[config.mk]
export PLATFORM = sky130hd
export DESIGN_NAME = gate_bist
export DESIGN_NICKNAME = d
export VERILOG_FILES = /design/src/rtl/gate_bist_pkg.sv /design/src/rtl/gate_bist_timer.sv /design/src/rtl/gate_bist.sv
export SDC_FILE = /design/constraint.sdc
export NUM_CORES = 1
export LEC_CHECK = 0
export CAP_MARGIN = 0
export CORE_MARGIN = 8
export CORE_UTILIZATION = 44
export DETAILED_ROUTE_END_ITERATION = 10
export HOLD_SLACK_MARGIN = 0.05
export PLACE_DENSITY = 0.7
export SKIP_CTS_REPAIR_TIMING = 1
export SLEW_MARGIN = 40
export SYNTH_ARGS = -nofsm -noshare
export SYNTH_HDL_FRONTEND = slang
export SYNTH_SLANG_ARGS = --single-unit
[constraint.sdc]
create_clock -name clk -period 1.31 [get_ports clk]
set_input_delay 0.262 -clock clk [delete_from_list [all_inputs] [get_ports clk]]
set_output_delay 0.262 -clock clk [all_outputs]
set_load 0.01 [all_outputs]
[src/rtl/gate_bist_pkg.sv]
// Shared types and constants for the gate_bist self-test engine.
`timescale 1ns/1ps
package gate_bist_pkg;

    typedef enum logic [1:0] {
        IDLE  = 2'd0,
        WAIT  = 2'd1,
        CHECK = 2'd2,
        DONE  = 2'd3
    } state_t;

    localparam int unsigned VEC_COUNT = 4;
    localparam int unsigned IDX_W     = 2;

    // Expected outputs indexed by vector {in1,in2}.
    localparam logic [3:0] TT_OR   = 4'b1110;
    localparam logic [3:0] TT_AND  = 4'b1000;
    localparam logic [3:0] TT_XOR  = 4'b0110;
    localparam logic [3:0] TT_NAND = 4'b0111;
    localparam logic [3:0] TT_NOR  = 4'b0001;

endpackage

[src/rtl/gate_bist_timer.sv]
// Loadable settle down-counter; zero flag is registered alongside the count.
`timescale 1ns/1ps
module gate_bist_timer #(
    parameter int unsigned W = 2
) (
    input  logic         clk,
    input  logic         rst,
    input  logic         load_i,
    input  logic [W-1:0] value_i,
    output logic         zero_o
);

    logic [W-1:0] cnt_q, cnt_d;
    logic         zero_q, zero_d;

    always_comb begin
        cnt_d  = cnt_q;
        zero_d = zero_q;
        if (load_i) begin
            cnt_d  = value_i;
            zero_d = (value_i == '0);
        end else if (cnt_q != '0) begin
            cnt_d  = cnt_q - W'(1);
            zero_d = (cnt_q == W'(1));
        end
    end

    always_ff @(posedge clk) begin
        if (rst) begin
            cnt_q  <= '0;
            zero_q <= 1'b0;
        end else begin
            cnt_q  <= cnt_d;
            zero_q <= zero_d;
        end
    end

    assign zero_o = zero_q;

endmodule

[src/rtl/gate_bist.sv]
// Built-in self-test for a two-input gate: walks 00,01,10,11, settles, samples
// the gate output against TRUTH_TABLE and records mask/count/first failure.
`timescale 1ns/1ps
module gate_bist
    import gate_bist_pkg::*;
#(
    parameter logic [3:0]  TRUTH_TABLE = TT_OR,
    parameter int unsigned SETTLE      = 4,
    parameter int unsigned CNT_W       = 3
) (
    input  logic             clk,
    input  logic             rst,
    input  logic             start,
    output logic             dut_in1,
    output logic             dut_in2,
    input  logic             dut_out,
    output logic             busy,
    output logic             done,
    output logic             pass,
    output logic [CNT_W-1:0] fail_count,
    output logic [1:0]       first_fail_idx,
    output logic [3:0]       fail_mask
);

    localparam int unsigned TIMER_W = (SETTLE > 1) ? $clog2(SETTLE) : 1;
    localparam logic [TIMER_W-1:0] SETTLE_LOAD = TIMER_W'(SETTLE - 1);
    localparam logic [CNT_W-1:0]   CNT_MAX     = '1;
    localparam logic [IDX_W-1:0]   LAST_IDX    = IDX_W'(VEC_COUNT - 1);

    state_t           state_q, state_d;
    logic [IDX_W-1:0] idx_q, idx_d;
    logic [1:0]       vec_q, vec_d;
    logic [3:0]       mask_q, mask_d;
    logic [CNT_W-1:0] cnt_q, cnt_d;
    logic [1:0]       first_q, first_d;
    logic             timer_load;
    logic             timer_zero;
    logic             accept;

    assign accept = start && ((state_q == IDLE) || (state_q == DONE));

    gate_bist_timer #(.W(TIMER_W)) u_timer (
        .clk     (clk),
        .rst     (rst),
        .load_i  (timer_load),
        .value_i (SETTLE_LOAD),
        .zero_o  (timer_zero)
    );

    always_ff @(posedge clk) begin
        if (rst) begin
            state_q <= IDLE;
        end else begin
            state_q <= state_d;
        end
    end

    always_comb begin
        state_d = state_q;
        case (state_q)
            IDLE, DONE: if (start)      state_d = WAIT;
            WAIT:       if (timer_zero) state_d = CHECK;
            CHECK:      state_d = (idx_q == LAST_IDX) ? DONE : WAIT;
            default:    state_d = IDLE;
        endcase
    end

    always_comb begin
        busy = 1'b0;
        done = 1'b0;
        pass = 1'b0;
        case (state_q)
            WAIT, CHECK: busy = 1'b1;
            DONE: begin
                done = 1'b1;
                pass = (mask_q == 4'b0000);
            end
            default: ;
        endcase
    end

    // Vector sequencing and result accumulation.
    always_comb begin
        idx_d      = idx_q;
        vec_d      = vec_q;
        mask_d     = mask_q;
        cnt_d      = cnt_q;
        first_d    = first_q;
        timer_load = 1'b0;
        if (accept) begin
            idx_d      = '0;
            vec_d      = 2'b00;
            mask_d     = 4'b0000;
            cnt_d      = '0;
            first_d    = 2'b00;
            timer_load = 1'b1;
        end else if (state_q == CHECK) begin
            if (dut_out != TRUTH_TABLE[idx_q]) begin
                mask_d[idx_q] = 1'b1;
                if (cnt_q != CNT_MAX) cnt_d = cnt_q + CNT_W'(1);
                if (mask_q == 4'b0000) first_d = idx_q;
            end
            if (idx_q == LAST_IDX) begin
                vec_d = 2'b00;
            end else begin
                idx_d      = idx_q + IDX_W'(1);
                vec_d      = idx_q + 2'(1);
                timer_load = 1'b1;
            end
        end
    end

    always_ff @(posedge clk) begin
        if (rst) begin
            idx_q   <= '0;
            vec_q   <= 2'b00;
            mask_q  <= 4'b0000;
            cnt_q   <= '0;
            first_q <= 2'b00;
        end else begin
            idx_q   <= idx_d;
            vec_q   <= vec_d;
            mask_q  <= mask_d;
            cnt_q   <= cnt_d;
            first_q <= first_d;
        end
    end

    assign dut_in1        = vec_q[1];
    assign dut_in2        = vec_q[0];
    assign fail_mask      = mask_q;
    assign fail_count     = cnt_q;
    assign first_fail_idx = first_q;

endmodule

# [After elaboration in Yosys (flattened, before gate mapping)]
# Cells that the tools add are included.
[op_classes] addsub=3 reduce_logical=16 n_eq_ne=9 n_lt_le_gt_ge=2 n_mux=17 bitwise=2
[ops] operator="$mux W2" n=6
[ops] operator="$mux W1" n=8
[ops] operator="$reduce_or A2 Y1" n=4
[ops] operator="$eq A2 B2 Y1 const B" n=3
[ops] operator="$pmux W2 S3" n=1
[ops] operator="$reduce_and A2 Y1" n=3
[ops] operator="$reduce_and A3 Y1" n=2
[ops] operator="$eq A2 B1 Y1 const B" n=2
[ops] operator="$logic_not A4 Y1" n=1
[ops] operator="$or A4 B4 Y4" n=1
[ops] operator="$reduce_bool A2 Y1" n=2
[ops] operator="$add A3 B1 Y3 const B" n=1
[ops] operator="$lt A2 B3 Y1 const B" n=1
[ops] operator="$ne A3 B3 Y1 const B" n=1
[ops] operator="$add A2 B1 Y2 const B" n=1
[ops] operator="$bmux W1 S2" n=1
[ops] operator="$demux W1 S2" n=1
[ops] operator="$ge A2 B1 Y1 const B" n=1
[ops] operator="$logic_and A1 B1 Y1" n=2
[ops] operator="$logic_not A2 Y1" n=1
[ops] operator="$ne A2 B1 Y1 const B" n=1
[ops] operator="$ne A2 B2 Y1 const B" n=1
[ops] operator="$sub A2 B1 Y2 const B" n=1
[ops] operator="$logic_or A1 B1 Y1" n=1
[ops] operator="2 further kinds" n=2
[totals] in_bits=4 wordCells=57 output_inout_bits=14 reg_bits=18

# [Depth between registers and ports, before layout]
# Gate-level depths: netlist (run 1).
[logic_depth] word_depth=5 depth_mapped=6 depth_no_buf=5

# [By module]
# From an unflattened synthesis (run 1), not the netlist that was laid out.
[hier_totals] cells_unflattened=102 hier_area_um2=952.2
[modules_own_cells] mod="gate_bist" seq_area_each_um2=300.3 n_inst=1 cells_per_inst=83 area_each_um2=773.2
[modules_own_cells] mod="gate_bist_timer" seq_area_each_um2=60.1 n_inst=1 cells_per_inst=19 area_each_um2=178.9

# [Worst setup path before layout (run 1)]
# Ideal clock, no wire load.
[synth_path] path_type="register -> register" startpoint="register idx_q[0]" endpoint="register cnt_q[0] (netlist: fail_count[0])" synth_period_minus_slack_ns=1.432 arrival_time_ns=1.360 required_time_ns=1.238 setup_ns=0.072 path_stages_with_launch=6 n_path_buf=0 path_slack_ns=-0.122 cell_sequence="dfxtp_1 inv_1 ha_1 xnor2_2 nor3b_4 mux2i_1"
[synth_between] elab_chain_len=4
[synth_rtl] item="start, declared" line_no="gate_bist.sv:31" source="logic [IDX_W-1:0] idx_q, idx_d;"
[synth_rtl] item="start signal, assigned" line_no="gate_bist.sv:121" source="idx_q <= idx_d;"
[synth_rtl] item="$bmux W1 S2" line_no="gate_bist.sv:98" source="if (dut_out != TRUTH_TABLE[idx_q]) begin"
[synth_rtl] item="$mux W1 (implied by the code)" line_no="gate_bist.sv:98"
[synth_rtl] item="$ne A1 B1 Y1" line_no="gate_bist.sv:98"
[synth_rtl] item="$reduce_and A3 Y1 (no source line)"
[synth_rtl] item="end signal, assigned" line_no="gate_bist.sv:124" source="cnt_q <= cnt_d;"
[synth_rtl] item="end, declared" line_no="gate_bist.sv:34" source="logic [CNT_W-1:0] cnt_q, cnt_d;"
# No other way between the ends. The select of a mux whose other input is x is not followed.
# A chain may end at the register's enable or synchronous reset.

# [Final worst setup path (run 1)]
[layout_path] startpoint="register mask_q[3] (netlist: fail_mask[3])" endpoint="output pass"
[layout_between] elab_chain_len=2
[layout_rtl] item="start, declared" line_no="gate_bist.sv:33" source="logic [3:0] mask_q, mask_d;"
[layout_rtl] item="start signal, assigned" line_no="gate_bist.sv:123" source="mask_q <= mask_d;"
[layout_rtl] item="$logic_not A4 Y1" line_no="gate_bist.sv:76" source="pass = (mask_q == 4'b0000);"
[layout_rtl] item="$mux W1" line_no="gate_bist.sv:72" source="case (state_q)"
[layout_rtl] item="end, declared" line_no="gate_bist.sv:19" source="output logic pass,"
# No other way between the ends.

==> results of run 1 <==
## worst register-to-register path: stages, from the launching register on
cell and delay (ns):
dfxtp_2 0.36, inv_2 0.05, ha_4 0.17, xnor2_4 0.21, nor3b_4 0.31, mux2i_1 0.20
## layout make-up
type | instances | area, sq um | share of cell area [%]
Multi-Input combinational cell | 68 | 619 | 42.7
Sequential cell | 18 | 375 | 25.9
Timing Repair Buffer | 37 | 367 | 25.3
Inverter | 9 | 33.8 | 2.33
Tap cell | 27 | 33.8 | 2.33
Clock buffer | 3 | 22.5 | 1.55
## sequential cells by signal, indices dropped and copies added (netlist names)
name / cells
u_timer.cnt_q: 2
idx_q: 2
state_q: 2
vec_q: 2
first_fail_idx: 2
u_timer.zero_o: 1
fail_mask: 4
fail_count: 3
## per-stage QoR
step / instances / setup TNS, ns / power, mW
detailed placement: 156 / -2.25 / 0.801
CTS: 159 / -4.61 / 1.08
finish: 162 / -0.544 / 1.14
floorplan: 97 / 0 / 0.734
global route: 162 / -1.04 / 1.19
global placement: 156 / -2.22 / 0.790
## worst max-delay path by stage
stage / slack, ns / from / to
after global placement: -0.33 / fail_mask[0] / pass
after global routing: -0.26 / fail_mask[3] / pass
after detailed placement: -0.33 / fail_mask[0] / pass
after floorplan: 0.001 / idx_q[0] / fail_count[0]
final: -0.22 / fail_mask[3] / pass
after CTS: -0.69 / fail_mask[0] / pass
## cells by family (layout without fill, tap and decap cells)
group | count (synthesis) | after routing | share of synthesized area (%)
compound gates | 17 | 17 | 10.9
xor+xnor | 2 | 2 | 2.76
fa+ha+maj | 11 | 11 | 15.2
buf+inv | 11 | 49 | 4.82
flops | 18 | 18 | 39.7
mux | 9 | 9 | 10.1
simple gates | 29 | 29 | 16.7
## layout by cell type (no fill, tap or decap), types with 3 or more instances in the layout
cell             count
inv_2                4
buf_4               16
mux2i_1              8
a21oi_1              5
clkdlybuf4s50_1      3
nand2_1              8
dfxtp_1             10
dlymetal6s2s_1      11
clkbuf_4             3
ha_4                 3
dfxtp_2              6
ha_1                 6
nor2_1               6
inv_1                5
buf_6                7
nand2_2              4
a31oi_1              4
## per-layer routing
metal | part of all wire, % | wire [um] | up-vias | global-route usage, %
li1 | - | - | 401 | -
met1 | 42 | 905 | 389 | 11.7
met2 | 51 | 1120 | 20 | 20.3
met3 | 5.1 | 110 | 7 | 1.88
met4 | 2.0 | 44 | 0 | 6.82
met5 | 0 | 0 | - | 0
## power breakdown
part / total (mW) / leakage [nW] / switching (mW) / internal, mW
combinational: 0.256 / 0.605 / 0.120 / 0.137
clock: 0.298 / 0.0138 / 0.190 / 0.108
sequential: 0.588 / 0.150 / 0.0193 / 0.569
total: 1.14 / 0.769 / 0.329 / 0.813
==> impl_metrics.toml, run 1 <==
[floorplan]
core_sq_um = 1960
die-area_sq_um = 3770
initial_core_util_pct = 46.3
die_h_um = 61.4
pin_count = 18
fp.dieW_um = 61.4
rows = 16

[clock_tree]
cts_tree = "done"
htree_levels = 1
clock_sinks = 18
cts_root_buf = "clkbuf_4"
cts_buffers = 3
clockBufferDepth = 2
cts.clk_slew.worst_paths_ns = 0.10
clock_latency_ns = 0.31

[final_layout]
diodes = 0
layout-drive-gt1-share_pct = 45.9
stdcell_area_sq_um = 1450
fin_util_pct = 74.0
n_fill_cell = 143
area_growth_pct = 59.8
fin_nets = 152

[hold_path]
hold_path_class = "reg -> reg"
hold_depth = 2
hold_start = "first_fail_idx[1]"
holdPathEnd = "first_fail_idx[1]"

[yosys]
ys_ff_latch = 18
synth_ff_type = "dfxtp_1"
ys_seq_area_share_pct = 39.7
synth_edf_count = 0
synthCells = 97
yosys.area.top_type = "dfxtp_1"
synth.top_cell.area_share_pct = 39.7
synth.cell_area_sq_um = 908
synth_area_leaders = "dfxtp_1 (40%), ha_1 (15%), mux2i_1 (8.8%)"
synthDistinctLibCells = 25
synth_async_sr_flop_share_pct = 0
syn_nets = 112
synthTopCellsByCount = "dfxtp_1 (18), nand2_1 (12), ha_1 (11)"
synth.most_common_cell = "dfxtp_1"
ys_warn_count = 0
synth_area_per_cell_sq_um = 9.36

[sta]
hold_violations = 0
timing.fmax_mhz = 653
tightestPinTransition_ns = 0.303
setup_violations = 6
fin_worst_skew_ns = 0.0116
rsz0062_at_grt = "yes"
drv_slew = 0
min_period_ns = 1.53
whs_ns = 0.470
slew_headroom_pct = 79.7
fin_ws_ns = -0.221
fin_crit_sh_pct = 117

[critical_path]
critPathSlowestCell = "dfxtp_2"
crit_cells = 4
rrSetupSlack_ns = -0.06
path_max_fanout = 2
path_buf_inv = 2
r2r-start = "idx_q[0]"
cp_top_family = "simple AND/OR/NAND/NOR gates"
cp-end-kind = "primary output"
crit_path_max_incr_delay_ns = 0.34
start_kind = "register"
timing.critical_path.arrival_ns = 1.27
r2r-end = "fail_count[0]"
crit_chain = "nor4_2 -> buf_4 -> and2_4 -> buf_6"
cp.required_ns = 1.05
crit_type = "reg -> out"
r2r_cells = 5

[grt]
gr-total-overflow = 0
grt_pass1_vias = 757
grt_max_degree = 11
grt_pass1_wl_um = 3130
grt_use_total_pct = 11.2
antenna_found_initial = 0

[placement]
placed_cell_area_sq_um = 1250
place_ws_ns = -0.334
dp_hpwl_um = 1540
gp_congestion = 0.811
portBuffers = 17

[detailed_routing]
drtIter0Drc = 16
routedWlPerCell_um = 13.4
avgViaCountPerCell = 5.04
wirelength_um = 2180
drt-pass1-iter-count = 4
vias = 817
drc = 0
drtAntennaViolNets = 0

[run_status]
outcome = "complete, but fails checks"
violations = "setup timing"

[power]
p_per_area_nw_per_um2 = 787
p_leak_nw = 0.769
vdd_drop_max_uv = 660

[run]
cap_viol_max_count = 0
(Power assumes the default switching activity.)
==> run 2: changes to the inputs <==
--- a/config.mk
+++ b/config.mk
@@ -8,6 +8,7 @@
 export CAP_MARGIN = 0
 export CORE_MARGIN = 8
 export CORE_UTILIZATION = 44
+export CTS_CLUSTER_DIAMETER = 100
 export DETAILED_ROUTE_END_ITERATION = 10
 export HOLD_SLACK_MARGIN = 0.05
 export PLACE_DENSITY = 0.7
==> results of run 2 <==
No change in the layout: final DEF, timing and power equal those of run 1.
